===== config.mk =====
export PLATFORM = sky130hd
export DESIGN_NAME = serial_add32_flat
export DESIGN_NICKNAME = d
export VERILOG_FILES = /design/src/rtl/serial_add32_pkg.sv /design/src/rtl/serial_add32_if.sv /design/src/rtl/add4_cin.sv /design/src/rtl/full_adder.sv /design/src/rtl/serial_add32.sv /design/src/flat_wrapper.sv
export SDC_FILE = /design/constraint.sdc
export NUM_CORES = 1
export LEC_CHECK = 0
export BUFFER_PORTS_ARGS = -buffer_cell sky130_fd_sc_hd__buf_2
export CORE_MARGIN = 5
export CORE_UTILIZATION = 55
export CTS_BUF_LIST = sky130_fd_sc_hd__clkbuf_8
export CTS_CLUSTER_SIZE = 10
export DETAILED_ROUTE_END_ITERATION = 6
export PLACE_DENSITY = 0.79
export SETUP_SLACK_MARGIN = 0.05
export SLEW_MARGIN = 10
export SYNTH_ARGS = -nofsm -noshare
export SYNTH_HDL_FRONTEND = slang
export SYNTH_SLANG_ARGS = --single-unit

===== constraint.sdc =====
create_clock -name clk -period 4.4 [get_ports clk]
set_input_delay 0.88 -clock clk [delete_from_list [all_inputs] [get_ports clk]]
set_output_delay 0.88 -clock clk [all_outputs]
set_load 0.1 [all_outputs]

===== src/rtl/serial_add32_pkg.sv =====
// -----------------------------------------------------------------------------
// serial_add32_pkg
// Shared constants for the nibble-serial adder: the slice width and the
// controller state encoding.
// -----------------------------------------------------------------------------
package serial_add32_pkg;

    // Width of the carry-chain slice; one nibble is consumed per clock.
    localparam int NIBW = 4;

    // Controller state encoding. There is no DONE state; done is a registered
    // pulse raised on the final RUN edge.
    localparam logic [0:0] ST_IDLE = 1'b0;
    localparam logic [0:0] ST_RUN  = 1'b1;

endpackage : serial_add32_pkg


===== src/rtl/serial_add32_if.sv =====
// -----------------------------------------------------------------------------
// serial_add32_if
// Start/busy/done handshake plus operand and result bus for serial_add32.
//   start    : request, honoured only while busy=0
//   a, b     : operands, captured when start is accepted
//   cin      : carry-in to bit 0, captured with the operands
//   busy     : nibble steps in progress
//   done     : one-cycle pulse, result valid
//   s        : sum, held until the next accepted operation completes
//   cout     : unsigned carry out of bit WIDTH-1
//   overflow : signed overflow (carry into MSB xor carry out of MSB)
// master = controller side, slave = adder side.
// -----------------------------------------------------------------------------
interface serial_add32_if #(
    parameter int WIDTH = 32
);
    logic             start;
    logic [WIDTH-1:0] a;
    logic [WIDTH-1:0] b;
    logic             cin;
    logic             busy;
    logic             done;
    logic [WIDTH-1:0] s;
    logic             cout;
    logic             overflow;

    modport master (
        output start, a, b, cin,
        input  busy, done, s, cout, overflow
    );

    modport slave (
        input  start, a, b, cin,
        output busy, done, s, cout, overflow
    );
endinterface : serial_add32_if


===== src/rtl/add4_cin.sv =====
// -----------------------------------------------------------------------------
// add4_cin
// 4-bit ripple slice with carry-in, built from full_adder cells. Also exposes
// the carry into bit 3 so the caller can form signed overflow on the top
// nibble.
//   a, b : 4-bit addends
//   cin  : carry into bit 0
//   s    : 4-bit sum
//   c3   : carry into bit 3
//   cout : carry out of bit 3
// -----------------------------------------------------------------------------
module add4_cin (
    input  logic [3:0] a,
    input  logic [3:0] b,
    input  logic       cin,
    output logic [3:0] s,
    output logic       c3,
    output logic       cout
);
    // c[i] is the carry into bit i; c[4] is the carry out of the slice.
    logic [4:0] c;

    assign c[0] = cin;

    for (genvar i = 0; i < 4; i++) begin : g_bit
        full_adder u_fa (
            .a  (a[i]),
            .b  (b[i]),
            .ci (c[i]),
            .s  (s[i]),
            .co (c[i+1])
        );
    end

    assign c3   = c[3];
    assign cout = c[4];
endmodule : add4_cin


===== src/rtl/full_adder.sv =====
// -----------------------------------------------------------------------------
// full_adder
// One-bit full adder cell.
//   a, b, ci : addend bits and carry-in
//   s        : sum bit
//   co       : carry-out
// -----------------------------------------------------------------------------
module full_adder (
    input  logic a,
    input  logic b,
    input  logic ci,
    output logic s,
    output logic co
);
    assign s  = a ^ b ^ ci;
    assign co = (a & b) | (ci & (a ^ b));
endmodule : full_adder


===== src/rtl/serial_add32.sv =====
// -----------------------------------------------------------------------------
// serial_add32
// Nibble-serial adder: adds two WIDTH-bit operands four bits per clock through
// a single add4_cin slice. WIDTH must be a multiple of 4 and at least 8; a
// result appears WIDTH/4 clocks after start is accepted.
//   clk   : rising-edge clock
//   reset : synchronous, active-high; aborts any operation in progress
//   bus   : slave side of serial_add32_if (start/a/b/cin in,
//           busy/done/s/cout/overflow out)
// -----------------------------------------------------------------------------
module serial_add32
    import serial_add32_pkg::*;
#(
    parameter int WIDTH = 32
) (
    input  logic          clk,
    input  logic          reset,
    serial_add32_if.slave bus
);
    localparam int NIB = WIDTH / NIBW;
    localparam int CW  = $clog2(NIB);

    logic [0:0]            state;
    logic [CW-1:0]         cnt;
    logic [WIDTH-1:0]      opa;
    logic [WIDTH-1:0]      opb;
    logic                  carry;
    // Nibbles finished so far, newest at the top; the final step supplies
    // the last nibble, so only WIDTH-4 bits need storing.
    logic [WIDTH-NIBW-1:0] acc;

    logic             done_q;
    logic [WIDTH-1:0] s_q;
    logic             cout_q;
    logic             ovf_q;

    logic [NIBW-1:0]  sum4;
    logic             c3;
    logic             c4;
    logic             accept;
    logic             last;
    logic [WIDTH-1:0] acc_next;

    add4_cin u_slice (
        .a    (opa[NIBW-1:0]),
        .b    (opb[NIBW-1:0]),
        .cin  (carry),
        .s    (sum4),
        .c3   (c3),
        .cout (c4)
    );

    assign accept   = (state == ST_IDLE) && bus.start;
    assign last     = (cnt == CW'(NIB - 1));
    assign acc_next = {sum4, acc};

    // Control and the visible result registers.
    always_ff @(posedge clk) begin
        if (reset) begin
            state  <= ST_IDLE;
            cnt    <= '0;
            done_q <= 1'b0;
            s_q    <= '0;
            cout_q <= 1'b0;
            ovf_q  <= 1'b0;
        end else begin
            // NOTE: non-blocking assignments throughout, so every register
            // here sees pre-edge values of the others regardless of order.
            done_q <= 1'b0;
            case (state)
                ST_IDLE: begin
                    if (bus.start) begin
                        state <= ST_RUN;
                        cnt   <= '0;
                    end
                end
                ST_RUN: begin
                    cnt <= cnt + 1'b1;
                    if (last) begin
                        state  <= ST_IDLE;
                        done_q <= 1'b1;
                        s_q    <= acc_next;
                        cout_q <= c4;
                        // Only on the top nibble does c3 equal the carry
                        // into the MSB.
                        ovf_q  <= c3 ^ c4;
                    end
                end
                default: state <= ST_IDLE;
            endcase
        end
    end

    // NOTE: the operand, carry and partial-sum registers carry no reset; they
    // are always reloaded on accept before use, and nothing visible depends
    // on them while idle.
    always_ff @(posedge clk) begin
        if (accept) begin
            opa   <= bus.a;
            opb   <= bus.b;
            carry <= bus.cin;
        end else if (state == ST_RUN) begin
            opa   <= opa >> NIBW;
            opb   <= opb >> NIBW;
            carry <= c4;
            acc   <= acc_next[WIDTH-1:NIBW];
        end
    end

    assign bus.busy     = (state == ST_RUN);
    assign bus.done     = done_q;
    assign bus.s        = s_q;
    assign bus.cout     = cout_q;
    assign bus.overflow = ovf_q;
endmodule : serial_add32

===== src/flat_wrapper.sv =====
// flat-port wrapper written by rule: the top's interface ports become plain ports
module serial_add32_flat import serial_add32_pkg::*;
#(
    parameter int WIDTH = 32
)
  (clk, reset, bus_start, bus_a, bus_b, bus_cin, bus_busy, bus_done, bus_s, bus_cout, bus_overflow);
  serial_add32_if #(.WIDTH(WIDTH)) bus_i ();
  input  logic clk;
  input  logic reset;
  input wire logic [$bits(bus_i.start)-1:0] bus_start;
  input wire logic [$bits(bus_i.a)-1:0] bus_a;
  input wire logic [$bits(bus_i.b)-1:0] bus_b;
  input wire logic [$bits(bus_i.cin)-1:0] bus_cin;
  output wire logic [$bits(bus_i.busy)-1:0] bus_busy;
  output wire logic [$bits(bus_i.done)-1:0] bus_done;
  output wire logic [$bits(bus_i.s)-1:0] bus_s;
  output wire logic [$bits(bus_i.cout)-1:0] bus_cout;
  output wire logic [$bits(bus_i.overflow)-1:0] bus_overflow;
  assign bus_i.start = bus_start;
  assign bus_i.a = bus_a;
  assign bus_i.b = bus_b;
  assign bus_i.cin = bus_cin;
  assign bus_busy = bus_i.busy;
  assign bus_done = bus_i.done;
  assign bus_s = bus_i.s;
  assign bus_cout = bus_i.cout;
  assign bus_overflow = bus_i.overflow;
  serial_add32 #(.WIDTH(WIDTH)) u_core (.clk(clk), .reset(reset), .bus(bus_i));
endmodule

; Word level (Yosys, flattened, before mapping)
; Cells that the tools add are included.
[totals]
ff_bits = 132
inputBits = 68
word_cells = 53
out_inout_bits = 36
[op_classes]
add_sub_neg = 1
n_mux = 12
bitwise_logic = 23
reduce_logical = 5
n_eq_ne = 2
[ops]
columns = op, n
row1 = $mux 32, 4
row2 = $xor 1x1->1, 9
row3 = $and 1x1->1, 8
row4 = $pmux 3 s2, 1
row5 = $mux 1, 5
row6 = $or 1x1->1, 4
row7 = $reduce_and 2->1, 2
row8 = $add 3x1->3 const B, 1
row9 = $eq 3x3->1 const B, 1
row10 = $mux 3, 1
row11 = $ne 2x2->1 const B, 1
row12 = $not 1->1, 2
row13 = $pmux 1 s2, 1
row14 = $reduce_bool 2->1, 1
row15 = $reduce_or 2->1, 1
row16 = $logic_and 1x1->1, 1

; Depth between registers and ports, before layout
[logic_depth]
word_depth = 11
mapped_depth = 9
ltp_nobuf = 9

; Cells and area by module
; Synthesis repeated with hierarchy kept, for this count alone.
[hier_totals]
hier_cells = 349
area_unflattened_um2 = 5480.3
[modules_own_cells]
columns = module, seq_area_each_um2, cells_per_inst, instances, area_each_um2
row1 = serial_add32, 3573.4, 345, 1, 5400.2
row2 = full_adder, 0.0, 1, 4, 20.0

; Worst setup path before layout
; OpenSTA, ideal clock, no wires.
[synth_timing]
kind = register -> register
from = register u_core.state, in the netlist u_core.bus.busy
to = register u_core.carry (enable)
required_ns = 3.981
path_buffers = 2
setup_ns = 0.419
setup_slack_ns = 1.219
t_arrival_ns = 2.762
synth_period_minus_slack_ns = 3.181
path_stages_with_launch = 5
path_cell_list = dfxtp_1 -> buf_4 -> buf_4 -> nor2_1 -> inv_1
[synth_via]
elab_chain_len = 3
[synth_lines]
columns = element, line
row1 = "start, declared", serial_add32.sv:23  ; logic [0:0] state;
row2 = "start signal, assigned", serial_add32.sv:60  ; state <= ST_IDLE;
row3 = "start signal, assigned", serial_add32.sv:73  ; state <= ST_RUN;
row4 = "start signal, assigned", serial_add32.sv:80  ; state <= ST_IDLE;
row5 = $not 1->1 (no source line), n/a
row6 = $logic_and 1x1->1, serial_add32.sv:53  ; assign accept = (state == ST_IDLE) && bus.start;
row7 = $reduce_bool 2->1 (no source line) *, n/a
row8 = "end signal, assigned", serial_add32.sv:101  ; carry <= bus.cin;
row9 = "end, declared", serial_add32.sv:27  ; logic carry;
; Mark *: on every way between the ends. The rest lies on a longest branch, timed or not.
; A chain may end at the register's enable or synchronous reset.

; Worst setup path after layout
[layout_timing]
from = register u_core.state, in the netlist u_core.bus.busy
to = output port bus_busy
[layout_lines]
columns = element, line
row1 = "end, declared", flat_wrapper.sv:14  ; output wire logic [$bits(bus_i.busy)-1:0] bus_busy;
; No word-level cell between the ends.

==> results.yml <==
clocking:
  h-tree-depth: 4
  clkSlewWorstSetupHoldPaths_ns: 0.07
  cts-resized-gates: 0
  cts_tree: "done"
  clkSinkCount: 132
  worstSkewPairLatency_ns: 0.42
  cts_buffer_depth: 2
  cts_setup_buffers: 0
  root_buffer: "clkbuf_8"
  ctsHoldBuffers: 0
  cts_buffers: 17
routing:
  drt_wl_total_mm: 9.115
  drtPass1Iterations: 5
  vias_per_cell: 5.124
  vias: 3064
  drt-initial-drc-count: 156
  wl_met1_mm: 3.809
  drc: 0
  antenna_left: 0
  avgRoutedWirePerCell_um: 15.24
  dr_wl_met3_um: 739
  top_layer: "met5"
  wl_met2_mm: 4.508
critical_path:
  crit_slowest_cell: "dfxtp_4"
  r2r-end: "u_core.opb[15]"
  crit_chain: "buf_2"
  critPathLaunchType: "flop"
  crit-reg2reg-launch: "u_core.bus.busy"
  cp_top_family: "flip-flops"
  crit_arrival_ns: 2.04
  crit_buf_inv: 1
  cpPeakStageDelay_ns: 1.03
  crit_fanout: 102
  critPathCaptureType: "primary output"
  critPathRequiredTime_ns: 3.52
  r2r_setup_slack_ns: 1.76
  rr_worst_depth: 3
  critical_path_class: "reg -> out"
synthesis:
  synth_top_area_share: 0.5025
  ys_types: 28
  ys_ff_latch: 132
  synthTopCellsByArea: "edfxtp_1 (50%), dfxtp_1 (14%), mux2_4 (11%)"
  synthArstFlopShare: 0
  synth_seq_area_share: 0.6430
  synth_top_area_cell: "edfxtp_1"
  yosys_warnings: 0
  syn-num-nets: 429
  synth_enable_flop_cells: 93
  syn_inst: 355
  netlist_area_sq_mm: 0.005558
  synth_most_common_cell: "edfxtp_1"
  synth_area_per_cell_sq_um: 15.66
  synth_common_cells: "edfxtp_1 (93), mux2_4 (41), dfxtp_1 (39)"
  ys.flop_type: "edfxtp_1"
place:
  dpl.hpwl_mm: 5.962
  io_buffers: 103
  place_congestion: 0.7141
hold_path:
  hold_path_end: "u_core.acc[1]"
  holdPathStages: 0
  timing.hold.worst.start: "u_core.acc[5]"
  hold_path_class: "reg -> reg"
final_layout:
  num_antenna_cells: 0
  nNetsFinal: 526
  drive_gt1_frac: 0.4796
  area_delta_synth_final_pct: 15.13
  finish.utilization: 0.6516
  nFillCells: 765
power:
  leakage_uw: 0.002632
  irDropWorstVdd_mv: 0.2585
  p_per_area_mw_per_mm2: 419.9
timing:
  finalSetupViolCount: 0
  max_freq_mhz: 342.0
  maxSlewViolCount: 0
  max_slew_margin: 0.2216
  fin_crit_ns: 2.924
  rsz0062_at_grt: "false"
  fin_crit_sh: 0.6646
  tightest_slew_ns: 1.168
  setup_tns_ns: 0
  whs_ns: 0.4523
  hold_viol_final: 0
  skew_ns: 0.01170
die:
  die_y_um: 110.5
  die_area_sq_mm: 0.01222
  num_rows: 36
  fp.dieW_um: 110.5
  core_sq_mm: 0.009819
  boundaryPins: 104
  start_util: 0.5660
grt:
  grtUsageTotal: 0.1503
  grt_max_degree: 103
  overflow: 0
  antenna_found_initial: 1
  grt_pass1_vias: 3121
  grt_pass1_wl_mm: 14.81
run:
  maxCapViolCount: 0
outcome:
  status: "complete, no violations"
## metal layers
layer / vias to the layer above / GRT usage
met5: - / 0
met4: 2 / 0.04926
met3: 4 / 0.06619
met2: 95 / 0.2383
met1: 1457 / 0.1847
li1: 1506 / -
## cell type report
type | count | area, sq um | share of cell area
multi-input combinational | 184 | 1703 | 0.2661
tap | 133 | 166.4 | 0.02601
clock buffer | 19 | 261.5 | 0.04087
sequential | 132 | 3577 | 0.5591
timing repair buffer | 105 | 530.5 | 0.08291
clock inverter | 13 | 115.1 | 0.01799
inverter | 12 | 45.04 | 0.007039
## state kept, by name, indices dropped and copies added, names as in the netlist
signal               flops
u_core.bus.s            32
u_core.opa              32
u_core.opb              32
u_core.acc              28
u_core.cnt               3
u_core.bus.busy          1
u_core.bus.cout          1
u_core.bus.done          1
u_core.bus.overflow      1
u_core.carry             1
## cell usage in the layout, fill, tap and decap left out, types with 3 or more instances in the layout
cell      Yosys  final
or3b_1        3      3
edfxtp_1     93     93
inv_1        12     12
dfxtp_1      39     38
a21oi_1      36     36
mux2_4       41     41
clkinv_2      0      5
a21bo_2      30     30
nand3_1      30     30
clkinv_1      0      3
fa_1          4      4
buf_2         6    103
a211oi_1      3      3
clkbuf_8      0     19
and2_1        9      9
mux2_2       15     15
## power breakdown
part / switching (uW) / internal, uW
logic: 95.1 / 132
registers: 51.3 / 1460
clock network: 430 / 520
total: 577 / 2110
## logic make-up after synthesis
group,after synthesis,synth area share
xor gates and xnor gates,1,0.001576
and+or+nand+nor,50,0.05088
muxes,57,0.1430
AOI/OAI and AO/OA,70,0.09163
buffers and inverters,39,0.05110
adders and majority gates,6,0.01891
DFF,132,0.6430
## through the flow
stage | power [uW] | instances | cell area [sq um] | worst slack, ns
finish | 2687 | 598 | 6399 | 1.476
global route | 2803 | 598 | 6399 | 1.332
CTS | 2718 | 598 | 6399 | 1.445
detailed placement | 1769 | 566 | 6022 | 1.702
global placement | 1754 | 566 | 6022 | 1.771
floorplan | 1713 | 355 | 5558 | 1.219
## worst max path at each step
stage | startpoint | end | cells after the start
after global routing | u_core.bus.busy | bus_busy | 1
after detailed placement | u_core.bus.busy | u_core.opb[20] | 3
after CTS | u_core.bus.busy | bus_busy | 1
after floorplan | u_core.bus.busy | u_core.carry | 4
final | u_core.bus.busy | bus_busy | 1
after global placement | u_core.bus.busy | u_core.opb[24] | 3
Power figures use the tool's default switching activity.
